`src/rtl/halt_mon_pkg.sv`:
```
// halt_mon_pkg: shared state encoding and halt-instruction constant for the halt monitor.
package halt_mon_pkg;
  typedef enum logic [1:0] {RUN = 2'd0, ARMED = 2'd1, HALTED = 2'd2} halt_state_t;
  localparam logic [31:0] JAL_SELF_LOOP = 32'h0000006F;
endpackage

```
`src/rtl/rv32i_halt_monitor_sat_counter.sv`:
```
// sat_counter: up-counter with enable, synchronous clear and saturation at all-ones.
module sat_counter #(
  parameter int W = 32
) (
  input  logic         clk_i,
  input  logic         resetn_i,
  input  logic         clr_i,
  input  logic         en_i,
  output logic [W-1:0] cnt_o
);
  logic [W-1:0] cnt_q, cnt_d;
  always_comb cnt_d = clr_i ? '0 : (en_i && !(&cnt_q)) ? cnt_q + W'(1) : cnt_q;
  always_ff @(posedge clk_i) cnt_q <= !resetn_i ? '0 : cnt_d;
  assign cnt_o = cnt_q;
endmodule

```
`src/rtl/rv32i_halt_monitor.sv`:
```
// rv32i_halt_monitor: flags end of program once the core spins on jal x0,0 for HALT_REPEAT valid fetches.
// Define HALT_MON_PC_CHECK_EN to also require the repeated fetches to share one PC.
module rv32i_halt_monitor
  import halt_mon_pkg::*;
#(
  parameter logic [31:0] HALT_INSN   = JAL_SELF_LOOP,
  parameter int          HALT_REPEAT = 5,
  parameter int          CNT_W       = 32
) (
  input  logic             clk_i,
  input  logic             resetn_i,
  input  logic             inst_valid_i,
  input  logic [31:0]      inst_i,
  input  logic [31:0]      pc_i,
  input  logic             clear_i,
  output logic             halted_o,
  output logic [31:0]      halt_pc_o,
  output logic [CNT_W-1:0] cycle_cnt_o,
  output logic [CNT_W-1:0] fetch_cnt_o,
  output logic [1:0]       state_o
);
  localparam logic [7:0] REP = 8'(HALT_REPEAT);
  halt_state_t state_q, state_d;
  logic [7:0]  mcnt_q, mcnt_d;
  logic [31:0] pc_q, pc_d;
  logic        halted_q, hit, pc_ok, live;
  assign hit  = inst_valid_i && inst_i == HALT_INSN;
  assign live = state_q != HALTED;
`ifdef HALT_MON_PC_CHECK_EN
  assign pc_ok = pc_i == pc_q;
`else
  assign pc_ok = 1'b1;
`endif
  always_comb begin
    state_d = state_q;
    mcnt_d  = mcnt_q;
    pc_d    = pc_q;
    if (clear_i) begin
      state_d = RUN;
      mcnt_d  = '0;
      pc_d    = '0;
    end else if (state_q == RUN && hit) begin
      mcnt_d  = 8'd1;
      pc_d    = pc_i;
      state_d = REP == 8'd1 ? HALTED : ARMED;
    end else if (state_q == ARMED && hit && pc_ok) begin
      mcnt_d  = mcnt_q + 8'd1;
      state_d = (mcnt_q + 8'd1 == REP) ? HALTED : ARMED;
    end else if (state_q == ARMED && hit) begin
      mcnt_d = 8'd1;
      pc_d   = pc_i;
    end else if (state_q == ARMED && inst_valid_i) begin
      mcnt_d  = '0;
      state_d = RUN;
    end
  end
  always_ff @(posedge clk_i) begin
    if (!resetn_i) begin
      state_q  <= RUN;
      mcnt_q   <= '0;
      pc_q     <= '0;
      halted_q <= 1'b0;
    end else begin
      state_q  <= state_d;
      mcnt_q   <= mcnt_d;
      pc_q     <= pc_d;
      halted_q <= state_d == HALTED;
    end
  end
  sat_counter #(.W(CNT_W)) u_cycle_cnt (
    .clk_i    (clk_i),
    .resetn_i (resetn_i),
    .clr_i    (clear_i),
    .en_i     (live),
    .cnt_o    (cycle_cnt_o)
  );
  sat_counter #(.W(CNT_W)) u_fetch_cnt (
    .clk_i    (clk_i),
    .resetn_i (resetn_i),
    .clr_i    (clear_i),
    .en_i     (live && inst_valid_i),
    .cnt_o    (fetch_cnt_o)
  );
  assign halted_o  = halted_q;
  assign halt_pc_o = pc_q;
  assign state_o   = state_q;
endmodule
```
`config.mk`:
```
export PLATFORM = sky130hd
export DESIGN_NAME = rv32i_halt_monitor
export DESIGN_NICKNAME = d
export VERILOG_FILES = /design/src/rtl/halt_mon_pkg.sv /design/src/rtl/rv32i_halt_monitor_sat_counter.sv /design/src/rtl/rv32i_halt_monitor.sv
export SDC_FILE = /design/constraint.sdc
export NUM_CORES = 1
export LEC_CHECK = 0
export CORE_ASPECT_RATIO = 0.7
export CORE_MARGIN = 4
export CORE_UTILIZATION = 42
export DETAILED_ROUTE_END_ITERATION = 10
export GPL_ROUTABILITY_DRIVEN = 0
export HOLD_SLACK_MARGIN = 0.15
export PLACE_DENSITY = 0.72
export SYNTH_ARGS = -nofsm -noshare
export SYNTH_HDL_FRONTEND = slang
export SYNTH_HIERARCHICAL = 1
export SYNTH_SLANG_ARGS = --single-unit
```
`constraint.sdc`:
```
create_clock -name clk_i -period 3.5 [get_ports clk_i]
set_input_delay 0.35 -clock clk_i [delete_from_list [all_inputs] [get_ports clk_i]]
set_output_delay 0.35 -clock clk_i [all_outputs]
set_load 0.02 [all_outputs]
```
# == Yosys cells after proc, flatten, opt, wreduce, memory -nomap -nowiden ==
# Cells that the tools add are included.
# Widths: inputs -> output; s select.
# word_totals
mem_bits_ro,0
memories,0
reg_bits,107
latchBits,0
ram_bits,0
output_inout_bits,99
word_cells,40
inputBits,68
# op_classes
eq_ne,5
n_addsub,3
reduce_logical,16
n_shift,0
n_lt_le_gt_ge,0
n_mux,8
n_div,0
bitwise_logic,1
mul,0
# op_table
operator,n
$add 32x1->32 const B,2
$reduce_and 32->1,2
$eq 32x7->1 const B,1
$mux 8,2
$mux 2,5
$add 8x1->8 const B,1
$eq 8x3->1 const B,1
$logic_and 1x1->1,7
$reduce_bool 3->1,1
$reduce_or 3->1,1
$eq 2x1->1 const B,1
$eq 2x2->1 const B,1
$logic_not 1->1,2
$logic_not 2->1,1
$ne 2x2->1 const B,1
$reduce_bool 2->1,1
$reduce_or 2->1,1
$mux 1,1
$not 1->1,1

# == Longest topological paths before layout ==
# Gate-level depths: netlist of the first run.
# logic_depth
word_depth,7
mapped_depth,8
depth_no_buf,7

# == By module ==
# Netlist of the first run, hierarchy kept.
# by_module_without_submodules
module,area_per_inst_um2,n_inst,cells_per_inst
sat_counter,1634.1,2,203
rv32i_halt_monitor,2084.5,1,250

# == Worst setup path before layout of the first run ==
# OpenSTA, ideal clock, no wires.
# synth_path
path_kind,register to register
startpoint,"register state_q[0], in the netlist state_o[0]"
endpoint,"register u_fetch_cnt.cnt_q[28], in the netlist u_fetch_cnt/cnt_o[28]"
slack_ns,1.024
period_less_slack_ns,2.476
arrival_time_ns,2.406
setup_ns,0.070
path_stages_with_launch,8
path_cell_list,dfxtp_1 nand2b_1 and2_1 nand2_1 or3_4 or4b_4 or3_1 a21oi_1
# synth_between
elab_chain_len,3
# synth_lines
element,line,text
"start, declared",rv32i_halt_monitor.sv:23,"halt_state_t state_q, state_d;"
"start signal, assigned",rv32i_halt_monitor.sv:64,state_q <= state_d;
$ne 2x2->1,rv32i_halt_monitor.sv:28,assign live = state_q != HALTED;
via live,rv32i_halt_monitor.sv:26,"logic halted_q, hit, pc_ok, live;"
$logic_and 1x1->1,rv32i_halt_monitor.sv:81,".en_i (live && inst_valid_i),"
$logic_and 1x1->1,rv32i_halt_monitor_sat_counter.sv:12,always_comb cnt_d = clr_i ? '0 : (en_i && !(&cnt_q)) ? cnt_q + W'(1) : cnt_q;
"end signal, assigned",rv32i_halt_monitor_sat_counter.sv:13,always_ff @(posedge clk_i) cnt_q <= !resetn_i ? '0 : cnt_d;
"end, declared",rv32i_halt_monitor_sat_counter.sv:11,"logic [W-1:0] cnt_q, cnt_d;"
# The timed path passes the listed nets, and every way through them passes these cells.
# A chain may end at the register's enable or synchronous reset.

# == Worst setup path after layout of the first run ==
# layout_path
startpoint,"register state_q[0], in the netlist state_o[0]"
endpoint,"register u_fetch_cnt.cnt_q[25], in the netlist u_fetch_cnt/cnt_o[25]"
# Same word-level chain as after synthesis.

==> results of run 1 <==
-- power groups by stage --
stage / Clock [mW] / Sequential (mW) / Combinational [mW]
final: 0.968 / 1.22 / 0.132
after global routing: 1.04 / 1.22 / 0.139
after CTS: 0.991 / 1.22 / 0.132
after detailed placement: 0 / 1.25 / 0.131
after global placement: 0 / 1.25 / 0.129
after floorplan: 0 / 1.25 / 0.0327
-- per-stage QoR --
| stage | worst slack [ns] | hold slack, ns | std cells |
|---|---|---|---|
| after floorplan | 1.02 | 0.482 | 656 |
| after global placement | 0.655 | 0.438 | 964 |
| after detailed placement | 0.559 | 0.444 | 964 |
| after CTS | 0.740 | 0.453 | 977 |
| after global routing | 0.402 | 0.465 | 977 |
| final | 0.688 | 0.450 | 977 |
-- critical path: cells and delay by family, from the launching register on --
family                 cells  cell delay [ns]
buffers and inverters      1             0.20
AOI/OAI and AO/OA          2             0.30
and+or+nand+nor            5             1.76
DFF                        1             0.47
-- logic make-up after synthesis --
group	count (synthesis)	share of synthesized area
AOI/OAI and AO/OA	160	0.172
DFF	107	0.400
muxes	4	0.00771
and+or+nand+nor	337	0.365
xor gates and xnor gates	9	0.0147
adders and majority gates	4	0.00935
buffers and inverters	35	0.0311
-- routing by layer --
metal  part of all wire  track usage  vias to the layer above
li1                   -            -                     2747
met1               0.48        0.292                     2601
met2               0.45        0.336                      209
met3              0.067       0.0510                       15
met4             0.0083       0.0489                        0
met5                  0            0                        -
-- cells in the mapped netlist (all sizes together) --
| cell type | count |
|---|---|
| nand2 | 112 |
| dfxtp | 107 |
| a21oi | 81 |
| nand3 | 42 |
| o21ai | 41 |
| or3 | 39 |
| nand4 | 21 |
| nor2 | 19 |
| or4 | 18 |
| o31ai | 16 |
| clkbuf | 15 |
| nor4 | 15 |
| nor3 | 14 |
| buf | 13 |
| and4 | 12 |
| a31oi | 8 |
| and3 | 8 |
| inv | 7 |
| or2 | 7 |
| nand2b | 6 |
| and2 | 5 |
| nor4b | 5 |
| xor2 | 5 |
| ha | 4 |
| o211ai | 4 |
| xnor2 | 4 |
| mux2i | 3 |
| nor2b | 3 |
| nor3b | 3 |
| a22o | 2 |
| a22oi | 2 |
| and4b | 2 |
| nand3b | 2 |
| o22ai | 2 |
| o311ai | 2 |
| or4b | 2 |
| a211oi | 1 |
| and3b | 1 |
| mux2 | 1 |
| nor4bb | 1 |
| o221a | 1 |
-- layout make-up --
class                   count  area (um2)  area share
clock buffers              10         229      0.0308
clock inverters             3        42.5     0.00573
inverters                   7        26.3     0.00354
multi-input cells         514        3050       0.410
flip-flops and latches    107        2140       0.289
well taps                 162         203      0.0273
repair buffers            174        1730       0.234
-- sequential cells by signal, indices dropped and copies added (netlist names) --
| register | flops |
|---|---|
| halt_pc_o | 32 |
| halted_o | 1 |
| mcnt_q | 8 |
| state_o | 2 |
| u_cycle_cnt/cnt_o | 32 |
| u_fetch_cnt/cnt_o | 32 |
-- how the worst max path moves through the flow --
| stage | start | endpoint | cells past startpoint |
|---|---|---|---|
| 3_3_place_gp | inst_valid_i | u_fetch_cnt/cnt_o[25] | 8 |
| 6_report | state_o[0] | u_fetch_cnt/cnt_o[25] | 8 |
| 3_5_place_dp | inst_valid_i | u_fetch_cnt/cnt_o[25] | 8 |
| 5_1_grt | state_o[0] | u_fetch_cnt/cnt_o[25] | 8 |
| 4_1_cts | state_o[0] | u_fetch_cnt/cnt_o[25] | 8 |
| 2_1_floorplan | state_o[0] | u_fetch_cnt/cnt_o[28] | 7 |
==> reports/summary.md, run 1 <==
The biggest area contributor in the post-synthesis netlist is sky130_fd_sc_hd__dfxtp_1. The final-stage net count was 885. Counting every sink on the clock net gives 107. The run gives 0.429 as the initial standard-cell utilization of the core. Across all layers, the routed design uses 5572 vias. The number of vias per cell works out to 5.70.

The tools report the logic gate share of total power as 0.057. Relative to the synthesized area, the layout overhead comes to 38.7%. Summed over all nets, the switching power comes to 0.480 mW. Setup violations remaining at the end of the flow were counted as 0. The final HPWL from detailed placement was 11.8 mm; the upper clock frequency limit was 0.356 GHz. The run gives 0 as the number of nets with antenna violations after routing. In this run the clock root is driven by a sky130_fd_sc_hd__clkbuf_16. After synthesis, the netlist uses 56 different library cells.

The total die area was 14600 um2. The ratio of cells with drive above 1 in the final layout was 0.0847. Internal power of the cells: 1.84 mW. For this run the aggregate overflow at the end of global routing stands at 0.

After synthesis, the cell types taking the most area are sky130_fd_sc_hd__dfxtp_1 (40%), sky130_fd_sc_hd__nand2_1 (7.2%), sky130_fd_sc_hd__a21oi_1 (6.8%), sky130_fd_sc_hd__nand3_1 (3.9%), sky130_fd_sc_hd__or3_1 (3.9%). TritonCTS built the clock tree. The signal on the critical path passes through nand2b_1 -> and2_1 -> nand3_1 -> nor4_1 -> o311ai_1 -> buf_4 -> or4_1 -> a21oi_1.

The logs give 12500 um2 for the area of the core and 7150 um2 for the placement-stage cell area. After clock tree synthesis, the clock-pin slew on the worst setup and hold paths is 0.07 ns. Row generation in the floorplan step produced 34 rows. The width of the chip came out at 143 um. The largest individual stage delay along the critical path comes from the cell sky130_fd_sc_hd__dfxtp_1. The first global-routing pass estimated 25.4 mm of wire. The later pin in the worst-skew pair is clocked with a latency of 0.35 ns.

Max-cap violation count: 0. The count of warnings emitted by yosys is 6, and the depth of the most critical reg-to-reg path is 8. The run gives 0.526 as the sequential power share. The top-level I/O count is 167. The setup check on the worst reg-to-reg path leaves a slack of 0.69 ns.

Port buffering added 166 buffers. Dividing the detail-routed wire length by the instance count gives 16.2 um. The tools report the number of antenna repair diodes as 0. For the data arrival time of the critical path, the log shows 3.09 ns. The clock passes through at most 2 buffers. The number of design-rule violations left by the first detailed-router iteration is 550. The run finished with clean final reports. Global router's overall resource usage: 0.211. Clock skew on the completed layout was measured at 0.00702 ns. The worst path needs 2.81 ns of the cycle, external delays included. The worst register-to-register path ends at u_fetch_cnt/cnt_o[25]. Once the clock tree was built, the resizer swapped 0 gates to a different size. Total power per unit cell area: 313 nW/um2. The path class of the tightest hold or removal check is flop to flop. The tools report the count of TritonRoute iterations in the first routing pass as 5. In this run the cell area of the synthesized design comes to 5350 um2. The tools report the filler cell count in the final layout as 1094. The most frequent standard cell in the layout excluding fill and tap cells is sky130_fd_sc_hd__clkdlybuf4s50_1.

The DRC violations left came out at 0. Ratio of final minimum period to clock period: 0.803. The worst register-to-register path begins at state_o[0]. The number of register bits inferred by synthesis is 107. With fillers left out, the area of the finished cells amounts to 7420 um2. The logs give 0 for the quantity of hold-fixing buffers added after cts and 0.400 for the register area share after synthesis. Entering global routing, the biggest net connects 46 pins.

Total negative slack for setup checks: 0 ns. The tools report the worst-case hold path end point as halt_pc_o[23]. The path type of the worst setup path was flop to flop.

Fraction of power consumed by the clock network: 0.417. The tools report the number of nets in the synthesized netlist as 728. The worst slew slack as a fraction of its limit is 0.276. Setup repair after global routing left no endpoint under its margin. The H-tree generated during clock tree synthesis spans 3 levels. The slew at the pin with the worst max-slew slack is 1.08 ns, and the static leakage power is 2.20 nW. In this run the most critical hold path is launched from halt_pc_o[23]. Overall power consumption after layout is estimated at 2.32 mW.

The number of buffers added by the clock tree synthesis step is 9, and the highest net fanout along the worst path is 15. The area share of the largest cell type after synthesis is 0.400. The maximum VDD drop is 0.243 mV, and the via count of the first global-routing pass is 5240.

STA classifies the critical path startpoint as a flop. The delay of the slowest critical-path stage was 0.47 ns. Endpoint kind of the worst setup timing path: a flop. The worst hold path passes through 2 cells. The floorplan step set the die height to 102 um. The total setup buffers inserted after CTS is 0, and the share of total power consumed by net switching is 0.207. The final hold violation count was 0. The run gives 0 as the number of antenna violations at the first check in global routing. Synthesis handed over a netlist of 656 instances. In the layout the commonest cells are sky130_fd_sc_hd__clkdlybuf4s50_1 (166), sky130_fd_sc_hd__dfxtp_1 (107), sky130_fd_sc_hd__nand2_1 (102). The worst endpoint required time came out at 3.78 ns. Summed over all layers, the routed wires come to 15.8 mm. A synthesized cell averages 8.16 um2. The number of pins exceeding their max-slew limit in the final report was 0. The final standard cell utilization of the core was 0.596.
(Power assumes the default switching activity.)
==> run 2, diff against run 1 <==
==> constraint.sdc (replaced) <==
create_clock -name clk_i -period 2.7 [get_ports clk_i]
set_input_delay 0.27 -clock clk_i [delete_from_list [all_inputs] [get_ports clk_i]]
set_output_delay 0.27 -clock clk_i [all_outputs]
set_load 0.02 [all_outputs]
==> run 2 against run 1 <==
Net effect: design area up 1.8%; count of clock-buffer cells in the layout up 2; fmax up 17%; setup slack worse by 0.39 ns; non-clock buffer count up 13; die area unchanged; clock skew up 0.0019 ns; sequential power up 30%; highest routed layer unchanged.
==> reports/summary.md, run 2 (synthesis results as in run 1) <==
The clock skew after layout was 0.00887 ns (+0.00186 ns). The ratio of final minimum period to clock period is 0.890 (+0.0869). Floorplan die height: 102 um (unchanged). In this run the clock root is driven by a sky130_fd_sc_hd__clkbuf_16. The worst endpoint required time was 2.98 ns (-0.80 ns). The run gives 0.416 GHz (+17%) as the upper clock frequency limit. Number of antenna repair diodes: 0 (unchanged). For the total overflow reported by the global router, the log shows 0 (unchanged). For the number of placement rows, the log shows 34 (unchanged).

The detailed-route via count came out at 5687 (+2.1%). Count of cells resized by post-cts repair: 0 (unchanged). The static leakage power was 2.28 nW (+3.9%). The ratio of cells with drive above 1 in the final layout was 0.101 (+0.0164); the depth of the most critical reg-to-reg path was 9 (+1). The final-stage net count is 898 (+1.5%). The area of the core is 12500 um2 (unchanged). The run gives 0 (unchanged) as the setup-violating endpoint count in the final report. The final period demand of the worst path is 2.40 ns (-0.408 ns). The global-route wire length before repair was 25.6 mm (+0.95%).

The post-CTS clock slew at the launch and capture registers of the worst setup and hold paths works out to 0.07 ns (about the same). The tools report the worst slew slack as a fraction of its limit as 0.560 (+0.284). The initial standard-cell utilization of the core came out at 0.429 (unchanged). The total setup buffers inserted after CTS was 0 (unchanged); the number of antenna violations at the first check in global routing was 0 (unchanged). The detailed-route wire length is 16.0 mm (+1.4%), and the maximum number of pins on one net before global-route repair is 43 (-6.5%).

Via count of the first global-routing pass: 5305 (+1.2%). The worst hold path depth is 2 (unchanged). The run gives 0.212 (+0.00119) as the global router's overall resource usage. The run gives 9 (unchanged) as the number of buffers added by the clock tree synthesis step. Number of design-rule violations left by the first detailed-router iteration: 445 (-19%).

The worst setup path is captured at a flop. The run finished with clean final reports. The final HPWL from detailed placement came out at 12.0 mm (+1.7%). For the number of nets with antenna violations after routing, the log shows 0 (unchanged).

The tools report the number of clock sinks seen by CTS as 107 (unchanged). The tools report the total negative slack for setup checks as 0 ns (unchanged). Setup repair after global routing left no endpoint under its margin.

The count of TritonRoute iterations in the first routing pass came out at 5 (unchanged). The path class of the tightest hold or removal check is flop to flop. The total power per unit cell area was 419 nW/um2 (+34%); the DRC violations left was 0 (unchanged). The logs give 0.296 ns (-0.392 ns) for the slack of the critical path and 14600 um2 (unchanged) for the total die area. The clock latency of the later-clocked register in the worst-skew pair was 0.34 ns (about the same); the maximum VDD drop was 0.303 mV (+25%). The run gives 167 (unchanged) as the top-level I/O count. The max-cap violation count was 0 (unchanged).

The library cell used most frequently in the layout, excluding fill and tap cells, is sky130_fd_sc_hd__clkdlybuf4s50_1. Width of the chip: 143 um (unchanged). Compared with the post-synthesis result, the final layout area differs by 41.2%.

Highest net fanout along the worst path: 14 (-1). The run gives 3 (unchanged) as the H-tree depth. In the layout the commonest cells are sky130_fd_sc_hd__clkdlybuf4s50_1 (166), sky130_fd_sc_hd__dfxtp_1 (107), sky130_fd_sc_hd__nand2_1 (102).

Number of vias per cell: 5.73 (+0.42%). Per-cell routed wire length: 16.1 um (-0.24%). TritonCTS built the clock tree. The port buffer count was 166 (unchanged). The tools report the quantity of hold-fixing buffers added after cts as 0 (unchanged). STA classifies the critical path startpoint as a flop. The data arrival time of the critical path was 2.68 ns (-0.41 ns); the post-placement worst setup slack was 0.180 ns (-0.379 ns). The worst-case clock buffer depth is 2 (unchanged), and the slew at the pin with the worst max-slew slack is 0.657 ns (-0.419 ns). The path type of the worst setup path is flop to flop. Final hold violation count: 0 (unchanged).

The number of pins exceeding their max-slew limit in the final report came out at 0 (unchanged).
==> run 2: final timing paths <==
check                          endpoint  slack (ns)     startpoint
setup reg to reg  u_fetch_cnt/cnt_o[23]        0.30     state_o[0]
hold reg to reg           halt_pc_o[28]        0.45  halt_pc_o[28]
hold / removal            halt_pc_o[28]        0.45  halt_pc_o[28]
setup / recovery  u_fetch_cnt/cnt_o[23]        0.30     state_o[0]
==> run 2: worst max-delay path, stage by stage, from the launching register on <==
cell and delay (ns):
sky130_fd_sc_hd__dfxtp_1 0.48, sky130_fd_sc_hd__nand2b_1 0.16, sky130_fd_sc_hd__and2_1 0.18, sky130_fd_sc_hd__buf_4 0.16
sky130_fd_sc_hd__nand3_1 0.12, sky130_fd_sc_hd__nor4_1 0.31, sky130_fd_sc_hd__o311ai_1 0.21, sky130_fd_sc_hd__buf_4 0.22
sky130_fd_sc_hd__or3_1 0.35, sky130_fd_sc_hd__a21oi_1 0.14
==> run 2: final cells by class <==
type,instances,area [um2]
fill,1087,4910
clock buffer,12,246
inverter,7,26.3
clock inverter,4,73.8
multi-input combinational,514,3050
tap,162,203
timing repair buffer,187,1820
sequential,107,2140
==> run 2: power breakdown <==
group	total [mW]	internal, mW	switching [mW]
Sequential	1.58	1.58	0.00305
Combinational	0.176	0.108	0.0677
Clock	1.41	0.839	0.569
==> run 2: stage by stage <==
stage / power (mW) / std cells / hold WS (ns) / cell area, um2 / utilization
global placement: 1.79 / 977 / 0.437 / 7240 / 0.581
floorplan: 1.66 / 656 / 0.410 / 5350 / -
detailed placement: 1.79 / 977 / 0.444 / 7240 / 0.581
CTS: 3.19 / 993 / 0.453 / 7560 / 0.606
finish: 3.17 / 993 / 0.452 / 7560 / 0.606
global route: 3.26 / 993 / 0.464 / 7560 / 0.606
==> run 2: per-layer routing <==
metal / part of all wire / vias to the layer above / global-route usage / wire length [um]
met5: 0 / - / 0 / 0
met4: 0.010 / 0 / 0.0460 / 165
met3: 0.077 / 18 / 0.0519 / 1240
met2: 0.47 / 233 / 0.345 / 7570
met1: 0.44 / 2659 / 0.289 / 7040
li1: - / 2777 / - / -
==> run 3, diff against run 2 <==
--- a/config.mk
+++ b/config.mk
@@ -5,6 +5,7 @@
 export SDC_FILE = /design/constraint.sdc
 export NUM_CORES = 1
 export LEC_CHECK = 0
+export CAP_MARGIN = 20
 export CORE_ASPECT_RATIO = 0.7
 export CORE_MARGIN = 4
 export CORE_UTILIZATION = 42
==> results of run 3 <==
Final layout, timing and power as in run 2 (identical DEF).
